[config.mk]
export PLATFORM = sky130hd
export DESIGN_NAME = instruction_fetch
export DESIGN_NICKNAME = d
export VERILOG_FILES = /design/src/rtl/instruction_fetch.sv
export SDC_FILE = /design/constraint.sdc
export NUM_CORES = 1
export LEC_CHECK = 0
export CORE_UTILIZATION = 50
export CTS_BUF_LIST = sky130_fd_sc_hd__clkbuf_8
export CTS_CLUSTER_DIAMETER = 120
export CTS_CLUSTER_SIZE = 10
export DETAILED_ROUTE_END_ITERATION = 12
export GPL_TIMING_DRIVEN = 0
export PLACE_DENSITY = 0.92
export SLEW_MARGIN = 20
export SYNTH_ARGS = -nofsm -noshare
export SYNTH_HDL_FRONTEND = slang
export SYNTH_SLANG_ARGS = --single-unit
export TNS_END_PERCENT = 20
[constraint.sdc]
create_clock -name clk -period 6.3 [get_ports clk]
set_input_delay 1.26 -clock clk [delete_from_list [all_inputs] [get_ports clk]]
set_output_delay 1.26 -clock clk [all_outputs]
set_load 0.005 [all_outputs]
[src/rtl/instruction_fetch.sv]
// Fetch stage: owns the PC, samples the combinational instruction memory and
// holds the result in a one-entry slot drained by the decoder via valid/ready.
// Redirects from execute flush the slot; an illegal fetch address halts fetch
// until reset.
module instruction_fetch #(
    parameter logic [31:0] RESET_PC   = 32'h0000_0000,
    parameter int          IMEM_DEPTH = 64
) (
    input  logic        clk,
    input  logic        rst_n,
    output logic [31:0] pc,
    input  logic [31:0] instruction,
    input  logic        redirect_valid,
    input  logic [31:0] redirect_target,
    output logic        if_valid,
    input  logic        if_ready,
    output logic [31:0] if_pc,
    output logic [31:0] if_instruction,
    output logic        fault,
    output logic [1:0]  fault_cause,
    output logic [31:0] fetch_count
);

    localparam logic [1:0] S_BOOT = 2'd0;
    localparam logic [1:0] S_RUN  = 2'd1;
    localparam logic [1:0] S_HALT = 2'd2;

    localparam logic [1:0] CAUSE_NONE  = 2'b00;
    localparam logic [1:0] CAUSE_ALIGN = 2'b01;
    localparam logic [1:0] CAUSE_RANGE = 2'b10;

    // First byte address past the end of instruction memory.
    localparam logic [31:0] PC_LIMIT = 32'(4 * IMEM_DEPTH);

    logic [1:0]  state_q, state_d;
    logic [31:0] pc_q, pc_d;
    logic        vld_q, vld_d;
    logic [31:0] if_pc_q, if_pc_d;
    logic [31:0] if_ins_q, if_ins_d;
    logic        fault_q, fault_d;
    logic [1:0]  cause_q, cause_d;
    logic [31:0] cnt_q, cnt_d;

    logic slot_free;
    logic handshake;

    assign slot_free = !vld_q || if_ready;
    // A handshake coinciding with a redirect is discarded along with the slot.
    assign handshake = (state_q == S_RUN) && vld_q && if_ready && !redirect_valid;

    // Next-state logic for the fetch FSM, PC and fetch slot.
    always_comb begin
        state_d  = state_q;
        pc_d     = pc_q;
        vld_d    = vld_q;
        if_pc_d  = if_pc_q;
        if_ins_d = if_ins_q;
        fault_d  = fault_q;
        cause_d  = cause_q;
        cnt_d    = handshake ? cnt_q + 32'd1 : cnt_q;

        case (state_q)
            S_BOOT: begin
                // Single bubble so memory sees RESET_PC for a full cycle.
                state_d = S_RUN;
            end
            S_RUN: begin
                if (redirect_valid) begin
                    vld_d = 1'b0;
                    if (redirect_target[1:0] != 2'b00) begin
                        state_d = S_HALT;
                        fault_d = 1'b1;
                        cause_d = CAUSE_ALIGN;
                    end else begin
                        pc_d = redirect_target;
                    end
                end else if (slot_free) begin
                    if (pc_q >= PC_LIMIT) begin
                        state_d = S_HALT;
                        fault_d = 1'b1;
                        cause_d = CAUSE_RANGE;
                        vld_d   = 1'b0;
                    end else begin
                        if_pc_d  = pc_q;
                        if_ins_d = instruction;
                        vld_d    = 1'b1;
                        pc_d     = pc_q + 32'd4;
                    end
                end
            end
            S_HALT: begin
                // Everything frozen; only reset leaves this state.
                vld_d = 1'b0;
            end
            default: begin
                state_d = S_HALT;
                vld_d   = 1'b0;
                fault_d = 1'b1;
            end
        endcase
    end

    // State registers; reset clears everything immediately.
    always_ff @(posedge clk or negedge rst_n) begin
        if (!rst_n) begin
            state_q  <= S_BOOT;
            pc_q     <= RESET_PC;
            vld_q    <= 1'b0;
            if_pc_q  <= 32'd0;
            if_ins_q <= 32'd0;
            fault_q  <= 1'b0;
            cause_q  <= CAUSE_NONE;
            cnt_q    <= 32'd0;
        end else begin
            state_q  <= state_d;
            pc_q     <= pc_d;
            vld_q    <= vld_d;
            if_pc_q  <= if_pc_d;
            if_ins_q <= if_ins_d;
            fault_q  <= fault_d;
            cause_q  <= cause_d;
            cnt_q    <= cnt_d;
        end
    end

    assign pc             = pc_q;
    assign if_valid       = vld_q;
    assign if_pc          = if_pc_q;
    assign if_instruction = if_ins_q;
    assign fault          = fault_q;
    assign fault_cause    = cause_q;
    assign fetch_count    = cnt_q;

endmodule

# After elaboration in Yosys (flattened, before gate mapping)
# Cells that the tools add are included.
# op_classes
n_addsub	2
magnitude_cmp	1
n_eq_ne	8
mux	20
bitwise_logic	5
n_reduce_logical	17
# op_table
cell	n
2-to-1 mux 32 bit	4
adder 32 x 1 -> 32 bit (second input constant)	1
adder 32 x 3 -> 32 bit (second input constant)	1
greater-or-equal comparator 32 x 9 -> 1 bit (second input constant)	1
AND reduction 4 bit	5
2-to-1 mux 2 bit	6
2-to-1 mux 1 bit	7
inequality test 3 x 2 -> 1 bit (second input constant)	2
one-hot mux 2 bit (3 select lines)	1
nonzero test 2 bit	3
inverter 1 bit	5
inequality test 2 bit (second input constant)	2
one-hot mux 1 bit (2 select lines)	2
logical AND 1 bit	3
inequality test 3 bit (second input constant)	1
equality test 2 x 1 -> 1 bit (second input constant)	1
equality test 2 bit (second input constant)	1
logical NOT 1 bit	2
logical NOT 2 bit	1
inequality test 2 x 1 -> 1 bit (second input constant)	1
AND reduction 2 bit	1
OR reduction 2 bit	1
logical OR 1 bit	1
# totals
ff_bits	134
word_cells	61

# Longest topological paths before layout
# Gate-level depths: netlist of run 1.
# depth
ltp_word	5
ltp_mapped	7
depth_no_buf	6

# Worst setup path after synthesis of run 1
# No wires, ideal clock.
# synth_path
path_kind	input to register
start	input redirect_valid
end	register if_ins_q[10], in the netlist if_instruction[10]
setup_ns	0.125
arrival_time_ns	2.747
path_slack_ns	3.428
stages	5
cell_sequence	nor2_1 nand4_1 a2111oi_4 buf_6 mux2_2
# synth_via
elab_chain_len	2
# synth_lines
item	line_no	text
start, declared	13	input logic redirect_valid,
inverter 1 bit (no source line)	n/a	
AND reduction 4 bit (no source line)	n/a	
end signal, assigned	119	if_ins_q <= if_ins_d;
end, declared	39	logic [31:0] if_ins_q, if_ins_d;
# Every way passes these cells.
# A chain may end at the register's enable or synchronous reset.

# Final worst setup path of run 1
# layout_path
start	input redirect_valid
end	register if_ins_q[16], in the netlist if_instruction[16]
# The elaborated chain is that of the path after synthesis.

==> results of run 1 <==
## layout make-up
class                   instances  area (um^2)
flip-flops and latches        134         3350
multi-input cells             316         2230
fillers                       712         2610
clock inverters                14          206
inverters                      10         37.5
repair buffers                200         2020
clock buffers                  18          248
well taps                     140          175
plain buffers                  18          103
## flip-flops by register name, indices dropped and copies added (netlist names)
signal and cells:
if_instruction 32, pc 32, state_q 2, fault 1, fault_cause 2, fetch_count 32
if_pc 32, if_valid 1
## placed cells by master, fill, tap and decap left out, types with 6 or more instances in the layout
master	n
a21oi_1	22
a22oi_1	6
and2_1	9
and3_1	9
clkbuf_1	9
clkbuf_8	18
clkdlybuf4s50_1	198
dfrtp_1	134
inv_1	10
mux2_2	43
nand2_1	31
nand3_1	23
nand4_1	10
nor2_1	26
nor2b_1	25
nor3_1	8
nor4_1	7
o22a_1	10
o22ai_1	6
xnor2_1	23
xor2_1	8
## power by group through the flow
| stage | Combinational, mW | Sequential, mW | Clock, mW |
|---|---|---|---|
| final | 0.146 | 0.900 | 0.815 |
| after global routing | 0.157 | 0.902 | 0.865 |
| after CTS | 0.147 | 0.899 | 0.827 |
| after detailed placement | 0.146 | 0.916 | 0 |
| after global placement | 0.139 | 0.915 | 0 |
| after floorplan | 0.0371 | 0.912 | 0 |
## kinds of logic (layout without fill, tap and decap cells)
kind of cell	Yosys count	in the layout	share of synthesized area [%]
flip-flops	134	134	58.6
XOR/XNOR	31	31	4.75
buffers and inverters	28	260	2.45
multiplexers	44	44	8.64
AO/OA/AOI/OAI	70	70	8.79
adder cells (fa/ha/maj)	3	3	0.656
AND/OR/NAND/NOR	168	168	16.1
## critical path: stages
cell and delay (ps):
clkdlybuf4s50_1 480, nor2_1 170, nand4_1 220, a2111oi_4 960, buf_6 250, mux2_2 370
## cells in the mapped netlist, types with 9 or more instances
master	instances
and2_1	9
nand2_1	31
mux2_2	43
nand3_1	23
nor2_1	26
clkbuf_1	9
nand4_1	10
xnor2_1	23
nor2b_1	25
inv_1	10
o22a_1	10
dfrtp_1	134
a21oi_1	22
and3_1	9
## through the flow
step | worst slack, ps | TNS (ps) | power, mW | hold slack, ps | cells
5_1_grt | 2820 | 0 | 1.92 | 511 | 850
4_1_cts | 2920 | 0 | 1.87 | 479 | 850
6_report | 2900 | 0 | 1.86 | 479 | 850
2_1_floorplan | 3430 | 0 | 0.949 | 468 | 478
3_3_place_gp | -998 | -132490 | 1.05 | 462 | 817
3_5_place_dp | 2450 | 0 | 1.06 | 465 | 818
## layer usage
layer,vias to the layer above,part of all wire (%)
met5,-,0
met4,0,3.3
met3,42,8.4
met2,232,49
met1,2330,39
li1,2140,-
## worst max-delay path by stage
stage               slack [ps]            endpoint  cells past startpoint      startpoint
finish                    2900  if_instruction[16]                      6  redirect_valid
global placement         -1000  if_instruction[15]                      1           rst_n
CTS                       2920  if_instruction[16]                      6  redirect_valid
detailed placement        2450  if_instruction[29]                      6  redirect_valid
global route              2820              pc[15]                      7  redirect_valid
floorplan                 3430  if_instruction[10]                      5  redirect_valid
==> run_results.csv, run 1 <==
group,metric,value,unit
critical_path,crit_type,"input pin to flop",
timing,worst_pin_slew,997,ps
hold_path,hp-class,"flop to flop",
global_route,use_met1,33.2,%
floorplan,die_x,109,um
layout,design_area,0.00837,mm^2
critical_path,timing.rr.end,"if_instruction[16]",
timing,hold_viol,0,
critical_path,worst_setup_path_start_kind,"input pin",
detailed_routing,wl_per_cell,18.7,um
timing,max-slew-margin-rel,33.5,%
clocking,cts_buffer_depth,2,
detailed_routing,ant_nets,0,
global_route,grt_start_max_net_pins,88,
place,post-dp-hpwl,11.6,mm
detailed_routing,drc,0,
pwr,p_leak,3.69,nW
global_route,first_global_vias,4877,
yosys,syn_nets,549,
global_route,grt_pass1_wl,24.9,mm
floorplan,rows,38,
place,gp_congestion,0.927,
outcome,status,"finished clean",
place,port_buffers,199,
timing,clock_skew,13.4,ps
clocking,clk_latency,450,ps
floorplan,core,0.0110,mm^2
pwr,clockPowerShare,43.8,%
yosys,yosys_register_bits,134,
layout,layout.nets,768,
timing,setup_violations,0,
critical_path,cp.arrival,3720,ps
clocking,cts_resized,0,
yosys,synth_top_area_share,58.6,%
hold_path,hold_depth,1,
yosys,synth_top_area_cell,"dfrtp_1",
layout,fin_util,76.2,%
critical_path,worst-path-max-fanout,10,
yosys,synth_area_leaders,"dfrtp_1, mux2_2, xnor2_1",
detailed_routing,drt-total-wl,15.9,mm
critical_path,required,6620,ps
clocking,cts_htree_levels,4,
layout,diodes,0,
global_route,gr-usage-met2,46.4,%
pwr,sw_frac_of_total,22.4,%
yosys,syn_area_per_cell,12.0,um^2
global_route,grt_overflow,0,
global_route,gr-usage-met3,9.03,%
timing,final.period_utilization,53.9,%
hold_path,whs_endpoint,"fetch_count[31]",
critical_path,end_kind,"flop",
pwr,ir_worst_vdd,0.000208,V
yosys,synth-edff-count,0,
hold_path,hold_start,"fetch_count[31]",
detailed_routing,vias,4744,
clocking,cts.sink_count,134,
critical_path,regToRegStartpoint,"pc[28]",
layout,drive_above_1_share,13.0,%
critical_path,r2r_slack,3440,ps
clocking,ctsHoldBuffers,0,
detailed_routing,first_pass_iters,4,
critical_path,worstRegToRegCells,5,
clocking,post_cts_buffers,0,
floorplan,initial_utilization,52.1,%
yosys,yosysSeqAreaShare,58.6,%
timing,rsz0062_at_grt,"no",
clocking,clk_pin_slew,70,ps
place,placed_area,0.00792,mm^2
clocking,cts_buffers,17,
pwr,p_per_area,222,mW/mm^2
clocking,root_buffer,"clkbuf_8",
job,cap_viol_max_count,0,
pwr,seqPwrFrac,48.4,%
yosys,syn-cell-area,0.00572,mm^2
timing,final.min_clock_period,3400,ps
yosys,synth_cells,478,
layout,area_growth,46.4,%
pwr,p_comb_share,7.8,%
floorplan,pin_count,200,
detailed_routing,drtIter0Drc,261,
timing,fmax,294,MHz
pwr,p_sw,0.418,mW
global_route,antenna_found_initial,0,
global_route,grtUsageTotal,28.2,%
global_route,grt-busiest-layer,"met2",
yosys,synth-main-ff-cell,"dfrtp_1",
floorplan,die-height,109,um
floorplan,die_area,0.0119,mm^2
yosys,synthArstFlopShare,100,%
yosys,yosysWarningCount,0,
timing,slew_violations,0,
pwr,p_int,1.44,mW
yosys,synth_cell_types,46,
clocking,cts_tree,"built",
detailed_routing,via_per_inst,5.58,
(Power assumes the default switching activity.)
==> run 2: changes to the inputs <==
CORE_UTILIZATION = 42   (was 50)
PLACE_DENSITY = 0.83   (was 0.92)
clock period = 3.1 ns   (was 6.3 ns; I/O delays follow)
==> run 2 against run 1 <==
Effect of this change: routed wire length shrank 4.8%; sequential cell count is the same; global-route usage shrank 6.0 points; power grew 98%; utilization shrank 13 points; die area grew 19%; sequential power grew 100%; highest routed layer unchanged; register-to-register slack lost 3000 ps.
==> run_results.csv, run 2 (same netlist as run 1, synthesis figures left out) <==
group,metric,value,unit
timing,setup_violations,0,
clocking,cts_resized,0,
timing,clock_skew,10.5,ps
timing,max-slew-margin-rel,43.0,%
detailed_routing,ant_nets,0,
floorplan,core,0.0132,mm^2
floorplan,pin_count,200,
layout,final_common_cell,"clkdlybuf4s50_1",
clocking,clk_latency,440,ps
pwr,finalPower,3.69,mW
layout,diodes,0,
timing,hold_viol,0,
place,port_buffers,199,
floorplan,die-height,119,um
floorplan,die_x,119,um
global_route,antenna_found_initial,0,
hold_path,hp-class,"input pin to async pin",
detailed_routing,via_per_inst,5.35,
timing,fmax,371,MHz
timing,final.period_utilization,86.9,%
global_route,grt_start_max_net_pins,80,
detailed_routing,drc,0,
job,cap_viol_max_count,0,
clocking,root_buffer,"clkbuf_8",
critical_path,worst-path-max-fanout,10,
timing,final.min_clock_period,2700,ps
clocking,cts.sink_count,134,
clocking,cts_tree,"built",
layout,area_growth,46.8,%
global_route,grt_pass1_wl,24.2,mm
pwr,ir_worst_vdd,0.000293,V
critical_path,cp.arrival,3010,ps
floorplan,rows,42,
clocking,post_cts_buffers,0,
place,gp_congestion,0.930,
outcome,status,"finished clean",
clocking,ctsHoldBuffers,0,
critical_path,required,3410,ps
place,post-dp-hpwl,11.0,mm
clocking,cts_buffers,17,
detailed_routing,drtIter0Drc,335,
floorplan,die_area,0.0141,mm^2
layout,drive_above_1_share,12.8,%
pwr,p_leak,3.70,nW
global_route,grtUsageTotal,22.2,%
critical_path,crit_type,"flop to flop",
timing,slew_violations,0,
floorplan,initial_utilization,43.2,%
global_route,grt_overflow,0,
pwr,p_per_area,440,mW/mm^2
critical_path,worst_setup_path_start_kind,"flop",
critical_path,end_kind,"flop",
global_route,first_global_vias,4640,
detailed_routing,first_pass_iters,5,
layout,fin_util,63.4,%
clocking,clk_pin_slew,70,ps
timing,setup-tns-final,0,ps
timing,rsz0062_at_grt,"no",
detailed_routing,drt-total-wl,15.1,mm
clocking,cts_buffer_depth,2,
clocking,cts_htree_levels,4,
layout,layout.nets,768,
detailed_routing,vias,4736,
detailed_routing,wl_per_cell,17.0,um
layout,mostFrequentLayoutCells,"clkdlybuf4s50_1, dfrtp_1, mux2_2",
timing,worst_pin_slew,855,ps
[run 2: final timing paths]
path / start / to / slack, ps / cells after the start
min reg2reg: fetch_count[31] / fetch_count[31] / 490 / 1
min: rst_n / pc[15] / 100 / 1
max in group asynchronous: rst_n / if_pc[24] / 2270 / 2
max: pc[28] / if_instruction[26] / 400 / 5
min in group clk: fetch_count[31] / fetch_count[31] / 490 / 1
max reg2reg: pc[28] / if_instruction[26] / 400 / 5
[run 2: report_power, final]
part           total [mW]  switching (mW)  internal [mW]
Clock                1.57           0.688          0.883
Sequential           1.83          0.0455           1.78
Combinational       0.293           0.114          0.179
Total                3.69           0.848           2.84
[run 2: cell type report]
cell class / instances / area (um^2)
Tap cell: 176 / 220
Clock inverter: 15 / 200
Clock buffer: 17 / 234
Multi-Input combinational cell: 316 / 2230
Sequential cell: 134 / 3350
Timing Repair Buffer: 200 / 2020
Inverter: 10 / 37.5
Fill cell: 1034 / 4840
Buffer: 18 / 103
[run 2: worst max-delay path, stage by stage (launching register included)]
cell and delay (ps):
dfrtp_1 430, nor4_1 390, nand4_1 290, a2111oi_4 860, buf_6 250, mux2_2 350
[run 2: metrics by stage]
stage / std cells / cell area [um^2] / hold slack (ps) / setup WS, ps
after detailed placement: 854 / 7960 / 478 / -83.6
after global routing: 886 / 8400 / 107 / 183
after CTS: 886 / 8400 / 98.4 / 349
final: 886 / 8400 / 104 / 405
after global placement: 853 / 7930 / 462 / -3600
after floorplan: 478 / 5720 / 324 / 868
[run 2: layer usage]
metal | part of all wire, % | GRT usage [%]
met5 | 0 | 0
met1 | 42 | 27.6
met3 | 5.7 | 5.21
met2 | 51 | 37.1
met4 | 2.1 | 9.34
==> run 3: changes to the inputs <==
CELL_PAD_IN_SITES_DETAIL_PLACEMENT = 0   (was unset)
CELL_PAD_IN_SITES_GLOBAL_PLACEMENT = 1   (was unset)
CORE_UTILIZATION = 32   (was 42)
PLACE_DENSITY = 0.82   (was 0.83)
==> run 3 against run 2 <==
Effect of this change: sequential power about the same; via count decreased by 2.8%; largest cell class unchanged; non-clock buffer count unchanged.
==> run_results.csv, run 3 (same netlist as run 1, synthesis figures left out) <==
group,metric,value,unit
clocking,cts_tree,"built",
critical_path,crit_type,"flop to flop",
global_route,grt_overflow,0,
timing,final.period_utilization,91.1,%
timing,slew_violations,0,
critical_path,end_kind,"flop",
critical_path,required,3410,ps
timing,rsz0062_at_grt,"no",
pwr,sw_frac_of_total,24.3,%
clocking,ctsHoldBuffers,0,
layout,drive_above_1_share,12.7,%
floorplan,die-height,136,um
global_route,grt_pass1_wl,24.6,mm
critical_path,cp.arrival,3140,ps
clocking,root_buffer,"clkbuf_8",
place,port_buffers,199,
place,post-dp-hpwl,11.6,mm
outcome,status,"finished clean",
global_route,first_global_vias,4743,
timing,hold_viol,0,
layout,fin_util,48.4,%
detailed_routing,first_pass_iters,4,
place,gp_congestion,0.878,
floorplan,die_area,0.0184,mm^2
timing,setup-tns-final,0,ps
timing,hold_ws,122,ps
critical_path,r2r_slack,270,ps
clocking,cts_resized,0,
detailed_routing,via_per_inst,4.92,
global_route,grtUsageTotal,17.4,%
clocking,post_cts_buffers,0,
pwr,p_int,2.63,mW
timing,final.min_clock_period,2830,ps
clocking,cts_buffer_depth,2,
pwr,p_comb_share,8.4,%
floorplan,die_x,136,um
detailed_routing,drt-total-wl,15.7,mm
detailed_routing,ant_nets,0,
pwr,clockPowerShare,39.0,%
clocking,cts_htree_levels,4,
timing,max-slew-margin-rel,34.5,%
global_route,grt_start_max_net_pins,70,
pwr,p_leak,3.66,nW
detailed_routing,vias,4602,
timing,clock_skew,11.0,ps
pwr,p_per_area,414,mW/mm^2
pwr,ir_worst_vdd,0.000226,V
layout,final_common_cell,"clkdlybuf4s50_1",
clocking,clk_pin_slew,70,ps
job,cap_viol_max_count,0,
floorplan,rows,48,
layout,area_growth,46.8,%
global_route,antenna_found_initial,0,
floorplan,core,0.0174,mm^2
timing,setup_violations,0,
critical_path,worst_setup_path_start_kind,"flop",
floorplan,initial_utilization,33.0,%
detailed_routing,wl_per_cell,16.8,um
pwr,p_sw,0.844,mW
timing,worst_pin_slew,982,ps
place,placed_area,0.00803,mm^2
clocking,cts.sink_count,134,
clocking,cts_buffers,17,
pwr,seqPwrFrac,52.6,%
clocking,clk_latency,430,ps
critical_path,worst-path-max-fanout,10,
layout,design_area,0.00840,mm^2
layout,mostFrequentLayoutCells,"clkdlybuf4s50_1, dfrtp_1, mux2_2",
detailed_routing,drtIter0Drc,228,
timing,fmax,354,MHz
layout,diodes,0,
hold_path,hp-class,"input pin to async pin",
detailed_routing,drc,0,
layout,layout.nets,768,
floorplan,pin_count,200,
## run 3: worst paths after layout
path,start,endpoint,cells past startpoint
worst max-delay path,pc[28],if_instruction[15],5
min in group clk,fetch_count[31],fetch_count[31],1
worst min register to register,fetch_count[31],fetch_count[31],1
max in group asynchronous,rst_n,if_pc[9],2
worst max register to register,pc[28],if_instruction[15],5
worst min-delay path,rst_n,pc[27],1
## run 3: per-layer routing
layer  up-vias  GRT usage [%]  share of wire (%)
met4         0           6.74                1.5
li1       2145              -                  -
met3        18           4.45                7.4
met2       170           28.8                 50
met5         -              0                  0
met1      2269           21.6                 42
## run 3: worst max-delay path, stage by stage, from the launching register on
cell,delay [ps]
dfrtp_1,410
nor4_1,420
nand4_1,320
a2111oi_4,960
buf_6,250
mux2_2,350
## run 3: through the flow
stage,power (mW),setup slack [ps],cells
finish,3.48,275,935
global route,3.64,121,935
CTS,3.54,213,935
detailed placement,2.16,-233,903
global placement,2.15,-3790,902
floorplan,1.93,868,478
## run 3: cell type report
| type | instances | area, um^2 |
|---|---|---|
| repair buffers | 200 | 2020 |
| plain buffers | 18 | 103 |
| clock inverters | 13 | 109 |
| multi-input cells | 316 | 2230 |
| fillers | 1538 | 8960 |
| well taps | 225 | 282 |
| flip-flops and latches | 134 | 3350 |
| clock buffers | 19 | 262 |
| inverters | 10 | 37.5 |
## run 3: power by group through the flow
stage	clock network, mW	registers (mW)	logic, mW
floorplan	0	1.85	0.0754
global placement	0	1.86	0.287
detailed placement	0	1.86	0.296
CTS	1.41	1.83	0.298
global route	1.49	1.83	0.319
finish	1.35	1.83	0.293
